## config.mk

```make
export PLATFORM = sky130hd
export DESIGN_NAME = genie_split_flat
export DESIGN_NICKNAME = d
export VERILOG_FILES = /design/src/rtl/genie_pkg.sv /design/src/rtl/genie_split_if.sv /design/src/rtl/genie_split_fork.sv /design/src/rtl/genie_split.sv /design/src/flat_wrapper.sv
export SDC_FILE = /design/constraint.sdc
export NUM_CORES = 1
export LEC_CHECK = 0
export CORE_AREA = 4 4 41 43
export DETAILED_ROUTE_END_ITERATION = 8
export DIE_AREA = 0 0 45 47
export DONT_BUFFER_PORTS = 1
export PLACE_DENSITY = 0.32
export SYNTH_ARGS = -nofsm -noshare
export SYNTH_HDL_FRONTEND = slang
export SYNTH_SLANG_ARGS = --single-unit
```

## constraint.sdc

```tcl
create_clock -name clk -period 2.02 [get_ports clk]
set_input_delay 0.404 -clock clk [delete_from_list [all_inputs] [get_ports clk]]
set_output_delay 0.404 -clock clk [all_outputs]
set_load 0.05 [all_outputs]
```

## src/rtl/genie_pkg.sv

```systemverilog
// Shared types for the genie packet splitter.
// The FSM state encoding is shared with the bench through the debug port.
package genie_pkg;

    typedef enum logic {
        S_FIRST  = 1'b0,
        S_LOCKED = 1'b1
    } state_t;

endpackage

```

## src/rtl/genie_split_if.sv

```systemverilog
// Input beat stream plus NO fanned-out output streams of the splitter.
// Handshake: a beat moves on a channel in every cycle where its valid and ready are both high.
interface genie_split_if #(
    parameter int NO    = 2,
    parameter int WIDTH = 1
);
    logic [WIDTH-1:0]         i_data;
    logic                     i_valid;
    logic                     o_ready;
    logic                     i_eop;
    logic [NO-1:0]            i_mask;
    logic [NO-1:0][WIDTH-1:0] o_data;
    logic [NO-1:0]            o_valid;
    logic [NO-1:0]            i_ready;
    logic [NO-1:0]            o_eop;

    modport slave (
        input  i_data, i_valid, i_eop, i_mask, i_ready,
        output o_ready, o_data, o_valid, o_eop
    );

    modport master (
        output i_data, i_valid, i_eop, i_mask, i_ready,
        input  o_ready, o_data, o_valid, o_eop
    );
endinterface

```

## src/rtl/genie_split_fork.sv

```systemverilog
// Per-beat multicast handshake: tracks which selected outputs already took the current beat.
// The input beat is released only once every selected output has taken it.
module genie_split_fork #(
    parameter int NO = 2
) (
    input  logic          clk,
    input  logic          reset,
    input  logic          i_valid,
    input  logic [NO-1:0] i_sel,
    input  logic [NO-1:0] i_ready,
    output logic [NO-1:0] o_valid,
    output logic          o_ready,
    output logic          o_accept,
    output logic [NO-1:0] o_done
);

    logic [NO-1:0] r_done;
    logic [NO-1:0] w_sent;

    assign o_valid  = {NO{i_valid}} & i_sel & ~r_done;
    assign w_sent   = o_valid & i_ready;
    // Ready is independent of i_valid so upstream may wait on it combinationally.
    assign o_ready  = &(~i_sel | r_done | i_ready);
    assign o_accept = i_valid & o_ready;
    assign o_done   = r_done;

    always_ff @(posedge clk) begin
        if (reset) begin
            r_done <= '0;
        end else if (o_accept) begin
            r_done <= '0;
        end else if (i_valid) begin
            r_done <= r_done | w_sent;
        end
    end

endmodule

```

## src/rtl/genie_split.sv

```systemverilog
// Packet-aware 1-to-NO multicast splitter with zero-cycle latency.
// The destination set is taken from i_mask on the first beat and held for the rest of the packet.
module genie_split
    import genie_pkg::*;
#(
    parameter int NO    = 2,
    parameter int WIDTH = 1
) (
    input  logic            clk,
    input  logic            reset,
    genie_split_if.slave    bus,
    output state_t          o_dbg_state,
    output logic [NO-1:0]   o_dbg_done
);

    state_t        r_state;
    logic [NO-1:0] r_held_mask;
    logic [NO-1:0] w_sel;
    logic          w_accept;
    logic          w_ready;
    logic [NO-1:0] w_valid;
    logic [NO-1:0] w_done;

    assign w_sel = (r_state == S_FIRST) ? bus.i_mask : r_held_mask;

    genie_split_fork #(
        .NO (NO)
    ) u_fork (
        .clk      (clk),
        .reset    (reset),
        .i_valid  (bus.i_valid),
        .i_sel    (w_sel),
        .i_ready  (bus.i_ready),
        .o_valid  (w_valid),
        .o_ready  (w_ready),
        .o_accept (w_accept),
        .o_done   (w_done)
    );

    assign bus.o_valid = w_valid;
    assign bus.o_ready = w_ready;
    assign bus.o_eop   = {NO{bus.i_eop}};

    for (genvar j = 0; j < NO; j++) begin : g_data
        assign bus.o_data[j] = bus.i_data;
    end

    // Packet framing; an empty mask still walks the FSM so the packet is dropped whole.
    always_ff @(posedge clk) begin
        if (reset) begin
            r_state     <= S_FIRST;
            r_held_mask <= '0;
        end else if (w_accept) begin
            case (r_state)
                S_FIRST: begin
                    if (!bus.i_eop) begin
                        r_state     <= S_LOCKED;
                        r_held_mask <= bus.i_mask;
                    end
                end
                S_LOCKED: begin
                    if (bus.i_eop) begin
                        r_state <= S_FIRST;
                    end
                end
                default: r_state <= S_FIRST;
            endcase
        end
    end

    assign o_dbg_state = r_state;
    assign o_dbg_done  = w_done;

endmodule

```

## src/flat_wrapper.sv

```systemverilog
// flat-port wrapper written by rule: the top's interface ports become plain ports
module genie_split_flat import genie_pkg::*;
#(
    parameter int NO    = 2,
    parameter int WIDTH = 1
)
  (clk, reset, o_dbg_state, o_dbg_done, bus_i_data, bus_i_valid, bus_i_eop, bus_i_mask, bus_i_ready, bus_o_ready, bus_o_data, bus_o_valid, bus_o_eop);
  genie_split_if #(.NO(NO), .WIDTH(WIDTH)) bus_i ();
  input  logic clk;
  input  logic reset;
  output state_t o_dbg_state;
  output logic [NO-1:0] o_dbg_done;
  input wire logic [$bits(bus_i.i_data)-1:0] bus_i_data;
  input wire logic [$bits(bus_i.i_valid)-1:0] bus_i_valid;
  input wire logic [$bits(bus_i.i_eop)-1:0] bus_i_eop;
  input wire logic [$bits(bus_i.i_mask)-1:0] bus_i_mask;
  input wire logic [$bits(bus_i.i_ready)-1:0] bus_i_ready;
  output wire logic [$bits(bus_i.o_ready)-1:0] bus_o_ready;
  output wire logic [$bits(bus_i.o_data)-1:0] bus_o_data;
  output wire logic [$bits(bus_i.o_valid)-1:0] bus_o_valid;
  output wire logic [$bits(bus_i.o_eop)-1:0] bus_o_eop;
  assign bus_i.i_data = bus_i_data;
  assign bus_i.i_valid = bus_i_valid;
  assign bus_i.i_eop = bus_i_eop;
  assign bus_i.i_mask = bus_i_mask;
  assign bus_i.i_ready = bus_i_ready;
  assign bus_o_ready = bus_i.o_ready;
  assign bus_o_data = bus_i.o_data;
  assign bus_o_valid = bus_i.o_valid;
  assign bus_o_eop = bus_i.o_eop;
  genie_split #(.NO(NO), .WIDTH(WIDTH)) u_core (.clk(clk), .reset(reset), .bus(bus_i), .o_dbg_state(o_dbg_state), .o_dbg_done(o_dbg_done));
endmodule
```

==> results.json <==
{
  "hp-start": "reset",
  "ys.flop_type": "dfxtp_1",
  "ys_async_sr_fraction": 0,
  "yosys_warnings": 0,
  "synth_edf_count": 0,
  "critPathKind": "reg2out",
  "dieArea_sq_mm": 0.00212,
  "synth_nets": 44,
  "seq_area_frac_synth": 0.335,
  "crit_chain": "mux2_2, nand2_1, o31a_2",
  "skew_ns": 0.00123,
  "rrSetupSlack_ns": 0.64,
  "cts_tree": "done",
  "grt_pass1_vias": 300,
  "fin_tns_setup_ns": 0,
  "routed_wl_um": 743,
  "critPathLaunchType": "register",
  "setup_viol_count_final": 0,
  "clock_path_buffers": 2,
  "hold_buffers": 0,
  "clock.fmax_mhz": 538,
  "final_common_cell": "dfxtp_1",
  "final_cell_mix": "dfxtp_1 (5), nand2_1 (4), nand2b_1 (4)",
  "htree_num_levels": 1,
  "gr-total-overflow": 0,
  "grt_usage": 0.0926,
  "io_buffer_count": 0,
  "finalCritPeriodShare": 0.919,
  "powerDensity_mw_per_mm2": 804,
  "syn_inst": 35,
  "antenna_left": 0,
  "syn2layout_area_growth_pct": 27.6,
  "grt_start_max_net_pins": 8,
  "drive_above_1_share": 0.325,
  "relSlewSlack": 0.823,
  "ys_ff_latch": 5,
  "fin_util": 0.293,
  "rsz0062_at_grt": "false",
  "cts_resized": 0,
  "wire_per_inst_um": 13.5,
  "dr.first_iter.drc_count": 2,
  "post_cts_buffers": 0,
  "die_w_um": 45,
  "slowest_delay_ns": 0.37,
  "finalCriticalPeriod_ns": 1.86,
  "hp-class": "in2reg",
  "initial_core_util": 0.230,
  "place_congestion": 0.736,
  "status": "finished, final reports clean",
  "via_count": 269,
  "crit_arrival_ns": 1.45,
  "worstSetupEndpoint": "bus_o_ready",
  "drv_slew": 0,
  "cp-end-kind": "primary output",
  "required_ns": 1.62,
  "drcViolationCount": 0,
  "antenna_found_initial": 0,
  "worst-path-buf-inv": 0,
  "timing.critical_path.from": "u_core.o_dbg_state",
  "hpwl_um": 589,
  "avgSynthCellArea_sq_um": 8.54,
  "cts_buffers": 3,
  "clock-sinks": 5,
  "cp_num_cells": 3,
  "worst_slew_pin_slew_ns": 0.258,
  "crit_fanout": 4,
  "die_y_um": 47,
  "syn_area_sq_um": 299,
  "io_pins": 19,
  "grt_first_pass_wirelength_um": 1320,
  "rr_startpoint": "u_core.o_dbg_state",
  "nets": 50,
  "core-area_sq_mm": 0.00130,
  "leakagePower_nw": 0.148,
  "diodes": 0,
  "cp_top_family": "flip-flops",
  "firstDrtPassIters": 4,
  "path_clk_slew_ns": 0.04,
  "cts_root_buf": "clkbuf_4",
  "crit_slowest_cell": "dfxtp_1",
  "viasPerCell": 4.89,
  "synth_cell_type_count": 16,
  "drv_cap": 0,
  "worstSkewPairLatency_ns": 0.24,
  "reg2regPathDepth": 4,
  "r2r_end": "u_core.r_held_mask[1]",
  "ir_worst_vdd_v": 0.000360,
  "report.power.total_mw": 0.307,
  "hold_violations": 0,
  "num_rows": 13
}
[worst register-to-register path, stage by stage (launching register included)]
cell and delay [ns]:
dfxtp_1 0.37, mux2i_1 0.30, o31a_1 0.23, and3_4 0.23, mux2i_1 0.18
[registers in the layout (all words and copies together), names as in the netlist]
name                  cells
u_core.r_held_mask        2
u_core.u_fork.o_done      2
u_core.o_dbg_state        1
[how the worst min path moves through the flow]
stage	end	slack, ns	depth (start not counted)
2_1_floorplan	u_core.r_held_mask[1]	0.44	2
3_3_place_gp	u_core.r_held_mask[1]	0.46	2
3_5_place_dp	u_core.r_held_mask[1]	0.46	2
4_1_cts	u_core.o_dbg_state	0.22	1
5_1_grt	u_core.o_dbg_state	0.20	1
6_report	u_core.o_dbg_state	0.23	1
[stage by stage]
step                      std cells  cell area, sq um  hold WS, ns  setup WS, ns
final                            55               382        0.230         0.163
after global routing             55               382        0.204        0.0568
after CTS                        55               382        0.224         0.154
after detailed placement         51               355        0.462         0.420
after global placement           51               355        0.462         0.446
after floorplan                  35               304        0.445        0.0971
[routing by layer]
layer / part of all wire / global-route usage / up-vias / wire length (um)
li1: - / - / 131 / -
met1: 0.38 / 0.0913 / 124 / 282
met2: 0.46 / 0.133 / 12 / 342
met3: 0.15 / 0.0881 / 2 / 111
met4: 0.0094 / 0.0409 / 0 / 7
met5: 0 / 0 / - / 0
[power breakdown]
part | switching (mW) | internal, mW
sequential | 0.00368 | 0.104
combinational | 0.0497 | 0.0317
clock | 0.0429 | 0.0748
total | 0.0963 | 0.210
[area by class of cell]
cell class	instances	area, sq um
inverter	1	3.75
clock buffer	4	26.3
sequential	5	100
tap	15	18.8
timing repair buffer	5	62.6
fill	154	920
multi-input combinational	25	170
[synthesized netlist by cell type (all sizes together) (2+ instances only)]
library cell,count,area (sq um)
o31a,2,18.8
buf,4,30.0
nor2,4,15.0
nand2,4,15.0
a31oi,2,12.5
nand2b,4,25.0
dfxtp,5,100
mux2i,3,30.0
[logic make-up (layout without fill, tap and decap cells)]
group / Yosys count / after routing / share of synthesized area
simple gates: 14 / 14 / 0.238
buf+inv: 5 / 10 / 0.113
compound gates: 7 / 7 / 0.176
flops: 5 / 5 / 0.335
mux: 4 / 4 / 0.138
Power figures use the tool's default switching activity.
